--- src/rtl/cnn_pkg.sv ---
// Shared definitions for the CNN layer sequencers: default widths and the pooling FSM state type.
package cnn_pkg;

    localparam int unsigned DEF_ADDR_W = 16;
    localparam int unsigned DEF_MAPS_W = 8;
    localparam int unsigned DEF_SIZE_W = 6;

    typedef enum logic [2:0] {
        IDLE   = 3'd0,
        RD_REQ = 3'd1,
        POOL   = 3'd2,
        WR_REQ = 3'd3,
        NEXT   = 3'd4,
        DONE   = 3'd5
    } pool_seq_state_t;

endpackage

--- src/rtl/pool_addr_gen.sv ---
// Window counters and running read/write addresses for one 2x2/stride-2 pooling layer.
module pool_addr_gen
    import cnn_pkg::*;
#(
    parameter int unsigned ADDR_W = DEF_ADDR_W,
    parameter int unsigned MAPS_W = DEF_MAPS_W,
    parameter int unsigned SIZE_W = DEF_SIZE_W
) (
    input  logic              clk,
    input  logic              reset,
    input  logic              load,
    input  logic              advance,
    input  logic [MAPS_W-1:0] num_maps,
    input  logic [SIZE_W-1:0] map_size,
    input  logic [ADDR_W-1:0] src_base,
    input  logic [ADDR_W-1:0] dst_base,
    output logic              last_window,
    output logic [ADDR_W-1:0] rd_addr,
    output logic [ADDR_W-1:0] wr_addr
);

    logic [SIZE_W-1:0] x_q;
    logic [SIZE_W-1:0] y_q;
    logic [MAPS_W-1:0] m_q;
    logic [SIZE_W-1:0] size_q;
    logic [MAPS_W-1:0] maps_q;
    logic              x_end;
    logic              y_end;

    assign x_end       = (x_q == size_q - SIZE_W'(2));
    assign y_end       = (y_q == size_q - SIZE_W'(2));
    assign last_window = x_end && y_end && (m_q == maps_q - MAPS_W'(1));

    // Leaving a row (or a whole map) from the last window skips exactly S+2 input pixels.
    always_ff @(posedge clk) begin
        if (reset) begin
            x_q     <= '0;
            y_q     <= '0;
            m_q     <= '0;
            size_q  <= '0;
            maps_q  <= '0;
            rd_addr <= '0;
            wr_addr <= '0;
        end else if (load) begin
            x_q     <= '0;
            y_q     <= '0;
            m_q     <= '0;
            size_q  <= map_size;
            maps_q  <= num_maps;
            rd_addr <= src_base;
            wr_addr <= dst_base;
        end else if (advance) begin
            wr_addr <= wr_addr + ADDR_W'(1);
            if (!x_end) begin
                x_q     <= x_q + SIZE_W'(2);
                rd_addr <= rd_addr + ADDR_W'(2);
            end else begin
                x_q     <= '0;
                rd_addr <= rd_addr + ADDR_W'(size_q) + ADDR_W'(2);
                if (!y_end) begin
                    y_q <= y_q + SIZE_W'(2);
                end else begin
                    y_q <= '0;
                    m_q <= m_q + MAPS_W'(1);
                end
            end
        end
    end

endmodule

--- src/rtl/pool_layer_sequencer.sv ---
// Sequences one 2x2/stride-2 pooling layer: window reads, pooling handshake, result writes.
module pool_layer_sequencer
    import cnn_pkg::*;
#(
    parameter int unsigned ADDR_W = DEF_ADDR_W,
    parameter int unsigned MAPS_W = DEF_MAPS_W,
    parameter int unsigned SIZE_W = DEF_SIZE_W
) (
    input  logic              clk,
    input  logic              reset,
    input  logic              start,
    input  logic [MAPS_W-1:0] num_maps,
    input  logic [SIZE_W-1:0] map_size,
    input  logic [ADDR_W-1:0] src_base,
    input  logic [ADDR_W-1:0] dst_base,
    output logic              dma_start,
    output logic              dma_write,
    output logic [ADDR_W-1:0] dma_address,
    input  logic              dma_finish,
    output logic              pool_start,
    input  logic              pool_finish,
    output logic              busy,
    output logic              finish
);

    pool_seq_state_t   state;
    pool_seq_state_t   state_next;
    logic              cfg_ok_c;
    logic              load_c;
    logic              advance_c;
    logic              last_window;
    logic              last_q;
    logic [ADDR_W-1:0] rd_addr;
    logic [ADDR_W-1:0] wr_addr;
    logic              dma_start_n;
    logic              dma_write_n;
    logic [ADDR_W-1:0] dma_address_n;
    logic              pool_start_n;
    logic              busy_n;
    logic              finish_n;

    assign cfg_ok_c  = (num_maps != '0) && (map_size >= SIZE_W'(2)) && !map_size[0];
    assign load_c    = (state == IDLE) && start;
    // Counters step as the write completes, so the next read address is ready in NEXT.
    assign advance_c = (state == WR_REQ) && dma_finish;

    pool_addr_gen #(
        .ADDR_W(ADDR_W),
        .MAPS_W(MAPS_W),
        .SIZE_W(SIZE_W)
    ) u_addr_gen (
        .clk        (clk),
        .reset      (reset),
        .load       (load_c),
        .advance    (advance_c),
        .num_maps   (num_maps),
        .map_size   (map_size),
        .src_base   (src_base),
        .dst_base   (dst_base),
        .last_window(last_window),
        .rd_addr    (rd_addr),
        .wr_addr    (wr_addr)
    );

    // Next state and the registered-output values for that state.
    always_comb begin
        state_next    = state;
        dma_address_n = dma_address;
        case (state)
            IDLE:    if (start) state_next = cfg_ok_c ? RD_REQ : DONE;
            RD_REQ:  if (dma_finish) state_next = POOL;
            POOL:    if (pool_finish) state_next = WR_REQ;
            WR_REQ:  if (dma_finish) state_next = NEXT;
            NEXT:    state_next = last_q ? DONE : RD_REQ;
            DONE:    state_next = IDLE;
            default: state_next = IDLE;
        endcase

        dma_start_n  = (state_next == RD_REQ) || (state_next == WR_REQ);
        dma_write_n  = (state_next == WR_REQ);
        pool_start_n = (state_next == POOL);
        busy_n       = (state_next != IDLE);
        finish_n     = (state_next == DONE);
        // The first read address is taken straight from src_base since the generator loads on that edge.
        if (state_next == WR_REQ) begin
            dma_address_n = wr_addr;
        end else if (state_next == RD_REQ) begin
            dma_address_n = (state == IDLE) ? src_base : rd_addr;
        end
    end

    always_ff @(posedge clk) begin
        if (reset) begin
            state       <= IDLE;
            last_q      <= 1'b0;
            dma_start   <= 1'b0;
            dma_write   <= 1'b0;
            dma_address <= '0;
            pool_start  <= 1'b0;
            busy        <= 1'b0;
            finish      <= 1'b0;
        end else begin
            state       <= state_next;
            dma_start   <= dma_start_n;
            dma_write   <= dma_write_n;
            dma_address <= dma_address_n;
            pool_start  <= pool_start_n;
            busy        <= busy_n;
            finish      <= finish_n;
            if (advance_c) begin
                last_q <= last_window;
            end
        end
    end

endmodule

--- config.mk ---
export PLATFORM = sky130hd
export DESIGN_NAME = pool_layer_sequencer
export DESIGN_NICKNAME = d
export VERILOG_FILES = /design/src/rtl/cnn_pkg.sv /design/src/rtl/pool_addr_gen.sv /design/src/rtl/pool_layer_sequencer.sv
export SDC_FILE = /design/constraint.sdc
export NUM_CORES = 1
export LEC_CHECK = 0
export CAP_MARGIN = 10
export CORE_MARGIN = 5
export CORE_UTILIZATION = 56
export DETAILED_ROUTE_END_ITERATION = 8
export MAX_ROUTING_LAYER = met4
export PLACE_DENSITY = 0.92
export SYNTH_ARGS = -nofsm -noshare
export SYNTH_HDL_FRONTEND = slang
export SYNTH_HIERARCHICAL = 1
export SYNTH_SLANG_ARGS = --single-unit
--- constraint.sdc ---
create_clock -name clk -period 3.7 [get_ports clk]
set_clock_uncertainty 0.05 [all_clocks]
set_input_delay 0.37 -clock clk [delete_from_list [all_inputs] [get_ports clk]]
set_output_delay 0.37 -clock clk [all_outputs]
set_load 0.005 [all_outputs]
* Word level (Yosys, flattened, before mapping)
Index checks and enable logic that the tools add are counted.
Storage, ports and cells: logic and storage cells 69, register bits after elaboration 91, input bits 51, output and inout bits 21
Operators by class: reduce and logical (&&, ||, !) cells 16, multiplexer cells 17, $add $sub $neg 9, magnitude comparators 1, equal/unequal tests 11
Operator list (number):
- two-way mux 16 bit | 8
- adder 16 x 2 -> 16 bit (second input constant) | 2
- two-way mux 3 bit | 6
- adder 16 x 1 -> 16 bit (second input constant) | 1
- adder 16 x 6 -> 16 bit | 1
- case mux 3 bit (5 select lines) | 1
- adder 6 x 2 -> 6 bit (second input constant) | 2
- equality test 3 x 2 -> 1 bit (second input constant) | 4
- equality test 6 bit | 2
- two-way mux 6 bit | 2
- adder 8 x 1 -> 8 bit (second input constant) | 1
- equality test 8 bit | 1
- nonzero test 8 bit | 1
- subtractor 8 x 1 -> 8 bit (second input constant) | 1
- equality test 3 x 1 -> 1 bit (second input constant) | 2
- equality test 3 bit (second input constant) | 2
- greater-or-equal comparator 6 x 2 -> 1 bit (second input constant) | 1
- logical AND 1 bit | 6
- subtractor 6 x 2 -> 6 bit (second input constant) | 1
- nonzero test 2 bit | 2
- zero test 3 bit | 1
- AND reduction 3 bit | 1
- nonzero test 3 bit | 1
- AND reduction 2 bit | 1
- other kinds (3) | 3

* Longest topological paths before layout
word-level depth 9, gate-level depth with buffers 12, gate-level depth less buffers 12

* By module
Netlist, hierarchy kept.
Modules (own cells, without submodules):
- pool_addr_gen | area each 3947.5 um^2, cells an instance 466, seq. area each 1281.2 um^2, times used 1
- pool_layer_sequencer | area each 1517.7 um^2, cells an instance 174, seq. area each 500.5 um^2, times used 1

* Worst setup path after synthesis
Ideal clock, no wire load.
path type flip-flop to flip-flop, start point reg u_addr_gen.rd_addr[1], end point reg u_addr_gen.rd_addr[13], data required time 3.534 ns, setup slack 1.036 ns, cell stages (with the launch flop) 13, arrival time 2.498 ns, library setup time 0.116 ns, path buffers 0, period minus slack after synthesis 2.664 ns, cell sequence dfxtp_1 > inv_1 > ha_1 > inv_1 > ha_1 > inv_1 > fa_1 > nor2b_1 > o31a_1 > o21ai_0 > a211oi_1 > or4_1 > and3_1
On the way: cells in the longest elaborated chain, start to end 5, elaborated cells between the ends (all ways) 6, those cells by class 3 x add/sub; 3 x mux
RTL lines:
- start: declaration | RTL line pool_addr_gen.sv:18 | output logic [ADDR_W-1:0] rd_addr,
- start signal: assignment | RTL line pool_addr_gen.sv:50 | rd_addr <= src_base;
- start signal: assignment | RTL line pool_addr_gen.sv:56 | rd_addr <= rd_addr + ADDR_W'(2);
- start signal: assignment | RTL line pool_addr_gen.sv:59 | rd_addr <= rd_addr + ADDR_W'(size_q) + ADDR_W'(2);
- adder 16 x 6 -> 16 bit | RTL line pool_addr_gen.sv:59
- adder 16 x 2 -> 16 bit | RTL line pool_addr_gen.sv:59
- two-way mux 16 bit * | RTL line pool_addr_gen.sv:54 | if (!x_end) begin
- two-way mux 16 bit * | RTL line pool_addr_gen.sv:52 | end else if (advance) begin
- two-way mux 16 bit * | RTL line pool_addr_gen.sv:44 | end else if (load) begin
Every way passes the cells marked *; elsewhere a longest branch is shown, timed or not. The select of a mux whose other input is x is not followed. A chain may end at the register's enable or synchronous reset.

* Final worst setup path
start point reg u_addr_gen.rd_addr[1], end point reg u_addr_gen.rd_addr[7]
The elaborated chain is that of the path after synthesis.

==> flow_metrics.py <==
metrics = {
    "run_status": {
        "status": "finished clean",
    },
    "clock_tree": {
        "cts_resized": 0,
        "hold_buffers": 0,
        "cts_num_sinks": 89,
        "numCtsBuffers": 9,
        "cts-root-buf": "clkbuf_8",
        "h-tree-depth": 3,
        "insertion_delay_ns": 0.36,
        "clk_pin_slew_ns": 0.09,
        "cts_setup_buffers": 0,
        "tritoncts": "yes",
        "clockBufferDepth": 2,
    },
    "power": {
        "internal_power_mw": 1.664,
        "ir_drop_uv": 270.6,
        "leakage_nw": 2.446,
        "power_frac_clock_pct": 27.7,
        "pwr-share-comb_pct": 26.8,
        "power_frac_seq_pct": 45.4,
        "p_sw_share_pct": 32.32,
        "power_mw": 2.459,
        "p_sw_mw": 0.7947,
        "powerDensity_nw_per_um2": 382.6,
    },
    "min_path": {
        "hp-class": "flip-flop to flip-flop",
        "hold-path-cell-count": 2,
        "min_from": "u_addr_gen/rd_addr[0]",
    },
    "detailed_routing": {
        "drt-initial-drc-count": 358,
        "wl_per_cell_um": 17.47,
        "vias": 5029,
        "postRouteWirelength_um": 14500,
        "vias_per_cell": 6.059,
        "drc_errors": 0,
        "first_pass_iters": 5,
        "antenna_left": 0,
    },
    "worst_setup_path": {
        "crit_type": "flip-flop to flip-flop",
        "ff2ff_path_depth": 12,
        "end_kind": "flip-flop",
        "worstReg2RegStart": "u_addr_gen/rd_addr[1]",
        "start_kind": "flip-flop",
        "cp_max_fo": 8,
        "critical_path_arrival_ns": 3.33,
        "critical_path.startpoint": "u_addr_gen/rd_addr[1]",
        "critPathRequiredTime_ns": 3.92,
    },
    "cells_and_area": {
        "diodes": 0,
        "final_util_pct": 66.67,
        "nets": 763,
        "layout-drive-gt1-share_pct": 7.317,
        "area_growth_pct": 17.58,
        "fillerInstances": 757,
    },
    "floorplan": {
        "die-width_um": 108.8,
        "ios": 72,
        "coreArea_um2": 9639,
        "core.rowCount": 36,
        "die_h_um": 108.8,
        "initial_core_util_pct": 56.70,
        "dieArea_um2": 11840,
    },
    "timing": {
        "drv_slew": 0,
        "min_period_over_period_pct": 84.09,
        "period_minus_slack_ns": 3.111,
        "rsz0062_at_grt": "no",
        "timing_hold_violations_final": 0,
        "fmax_ghz": 0.3214,
        "slew-limit-headroom_pct": 30.28,
        "worst_pin_slew_ns": 1.042,
        "setup_tns_ns": 0,
        "setup_viol": 0,
        "layout_setup_ws_ns": 0.5888,
    },
    "synth": {
        "synth_edf_count": 0,
        "synth.distinct_cells": 68,
        "synth-main-ff-cell": "dfxtp_1",
        "synth_top_area_cell": "dfxtp_1",
        "ys.warnings.count": 6,
        "ys_ff_latch": 89,
        "syn_inst": 640,
        "synth.area.top_cells": "dfxtp_1, mux2i_1, nor2_1",
        "syn-num-nets": 711,
        "ys_async_sr_fraction_pct": 0,
        "avgSynthCellArea_um2": 8.539,
        "syn_area_um2": 5465,
        "synth_top_area_share_pct": 32.60,
        "synth_seq_area_share_pct": 32.60,
    },
    "grt": {
        "grt_pass1_wl_um": 23250,
        "grt_max_degree": 45,
        "gr-total-overflow": 0,
        "antenna_found_initial": 0,
        "grtUsageTotal_pct": 25.10,
        "grt_pass1_vias": 4994,
    },
    "job": {
        "maxCapViolCount": 0,
    },
    "placed_design": {
        "detailed_place_hpwl_um": 10570,
        "routabilityCongestion": 0.9350,
        "pre_cts_slack_ns": 0.6436,
        "port_buffers": 71,
    },
}
[Yosys cell counts, types with 7 or more instances]
| cell type | instances |
|---|---|
| inv_1 | 24 |
| o21ai_0 | 17 |
| ha_1 | 19 |
| o41ai_1 | 8 |
| nand2_1 | 29 |
| and3_1 | 7 |
| nor2b_1 | 19 |
| o21ai_1 | 11 |
| clkbuf_1 | 20 |
| nor3_1 | 10 |
| xor2_1 | 23 |
| nor4_1 | 9 |
| nand3_1 | 17 |
| a21oi_1 | 41 |
| a31oi_1 | 7 |
| o41ai_2 | 8 |
| nand4_1 | 9 |
| nor2_1 | 95 |
| a211oi_1 | 13 |
| xnor2_1 | 34 |
| mux2i_1 | 39 |
| dfxtp_1 | 89 |
| buf_2 | 11 |
[cell type report]
type / count / area (um2) / area share [%]
clock buffer: 10 / 127.6 / 1.986
clock inverter: 6 / 67.56 / 1.051
inverter: 24 / 90.09 / 1.402
multi-input combinational: 485 / 3397 / 52.86
sequential: 89 / 1782 / 27.73
tap: 133 / 166.4 / 2.590
timing repair buffer: 83 / 795.8 / 12.38
[metal layers]
metal / global-route usage, % / part of all wire [%] / vias to the layer above
met2: 44.00 / 51 / 222
met1: 28.75 / 40 / 2382
met3: 4.618 / 6.4 / 38
met5: - / 0 / -
met4: 8.747 / 2.6 / 0
li1: - / - / 2387
[final timing paths]
| kind | to | slack [ns] |
|---|---|---|
| min | u_addr_gen/rd_addr[0] | 0.49 |
| max | u_addr_gen/rd_addr[7] | 0.59 |
| max reg2reg | u_addr_gen/rd_addr[7] | 0.59 |
| min reg2reg | u_addr_gen/rd_addr[0] | 0.49 |
[critical path: stages (launching register included)]
cell	delay, ns
dfxtp_1	0.46
inv_1	0.10
ha_1	0.31
inv_1	0.07
ha_1	0.19
inv_1	0.07
fa_1	0.41
nor2b_1	0.18
o31a_1	0.18
o21ai_0	0.19
a311oi_2	0.46
xnor2_1	0.12
a211oi_1	0.25
[cell usage in the layout, fill, tap and decap left out, drive strengths merged, types with 16 or more instances in the layout]
cell / instances
nor2: 95
dfxtp: 89
clkdlybuf4s50: 70
a21oi: 41
mux2i: 39
xnor2: 34
nand2: 29
o21ai: 29
inv: 25
xor2: 23
nor2b: 19
ha: 19
nand3: 17
o41ai: 16
[sequential cells by signal, indices dropped and copies added (netlist names)]
name	flops
u_addr_gen/size_q	6
last_q	1
u_addr_gen/y_q	5
busy	1
dma_write	1
u_addr_gen/x_q	5
dma_start	1
dma_address	16
pool_start	1
u_addr_gen/maps_q	8
u_addr_gen/rd_addr	16
state	3
u_addr_gen/m_q	8
finish	1
u_addr_gen/wr_addr	16
[through the flow]
step / cells / hold WS, ns / area, um2
after global placement: 814 / 0.4427 / 6231
final: 830 / 0.4906 / 6426
after floorplan: 640 / 0.4250 / 5465
after global routing: 830 / 0.5174 / 6426
after CTS: 830 / 0.4913 / 6426
after detailed placement: 814 / 0.4703 / 6231
[logic make-up (layout without fill, tap and decap cells)]
family	Yosys count	after routing	synth area share [%]
flip-flops	89	89	32.60
XOR/XNOR	60	60	10.42
AO/OA/AOI/OAI	141	141	18.59
buffers and inverters	66	123	5.677
multiplexers	39	39	7.143
adder cells (fa/ha/maj)	20	20	4.716
AND/OR/NAND/NOR	225	225	20.86
[power by group through the flow]
stage	sequential (mW)	clock, mW	combinational [mW]
global route	1.13	0.723	0.716
finish	1.12	0.682	0.659
global placement	1.13	0	0.620
CTS	1.11	0.683	0.655
floorplan	1.11	0	0.447
detailed placement	1.14	0	0.649
Power figures use the tool's default switching activity.
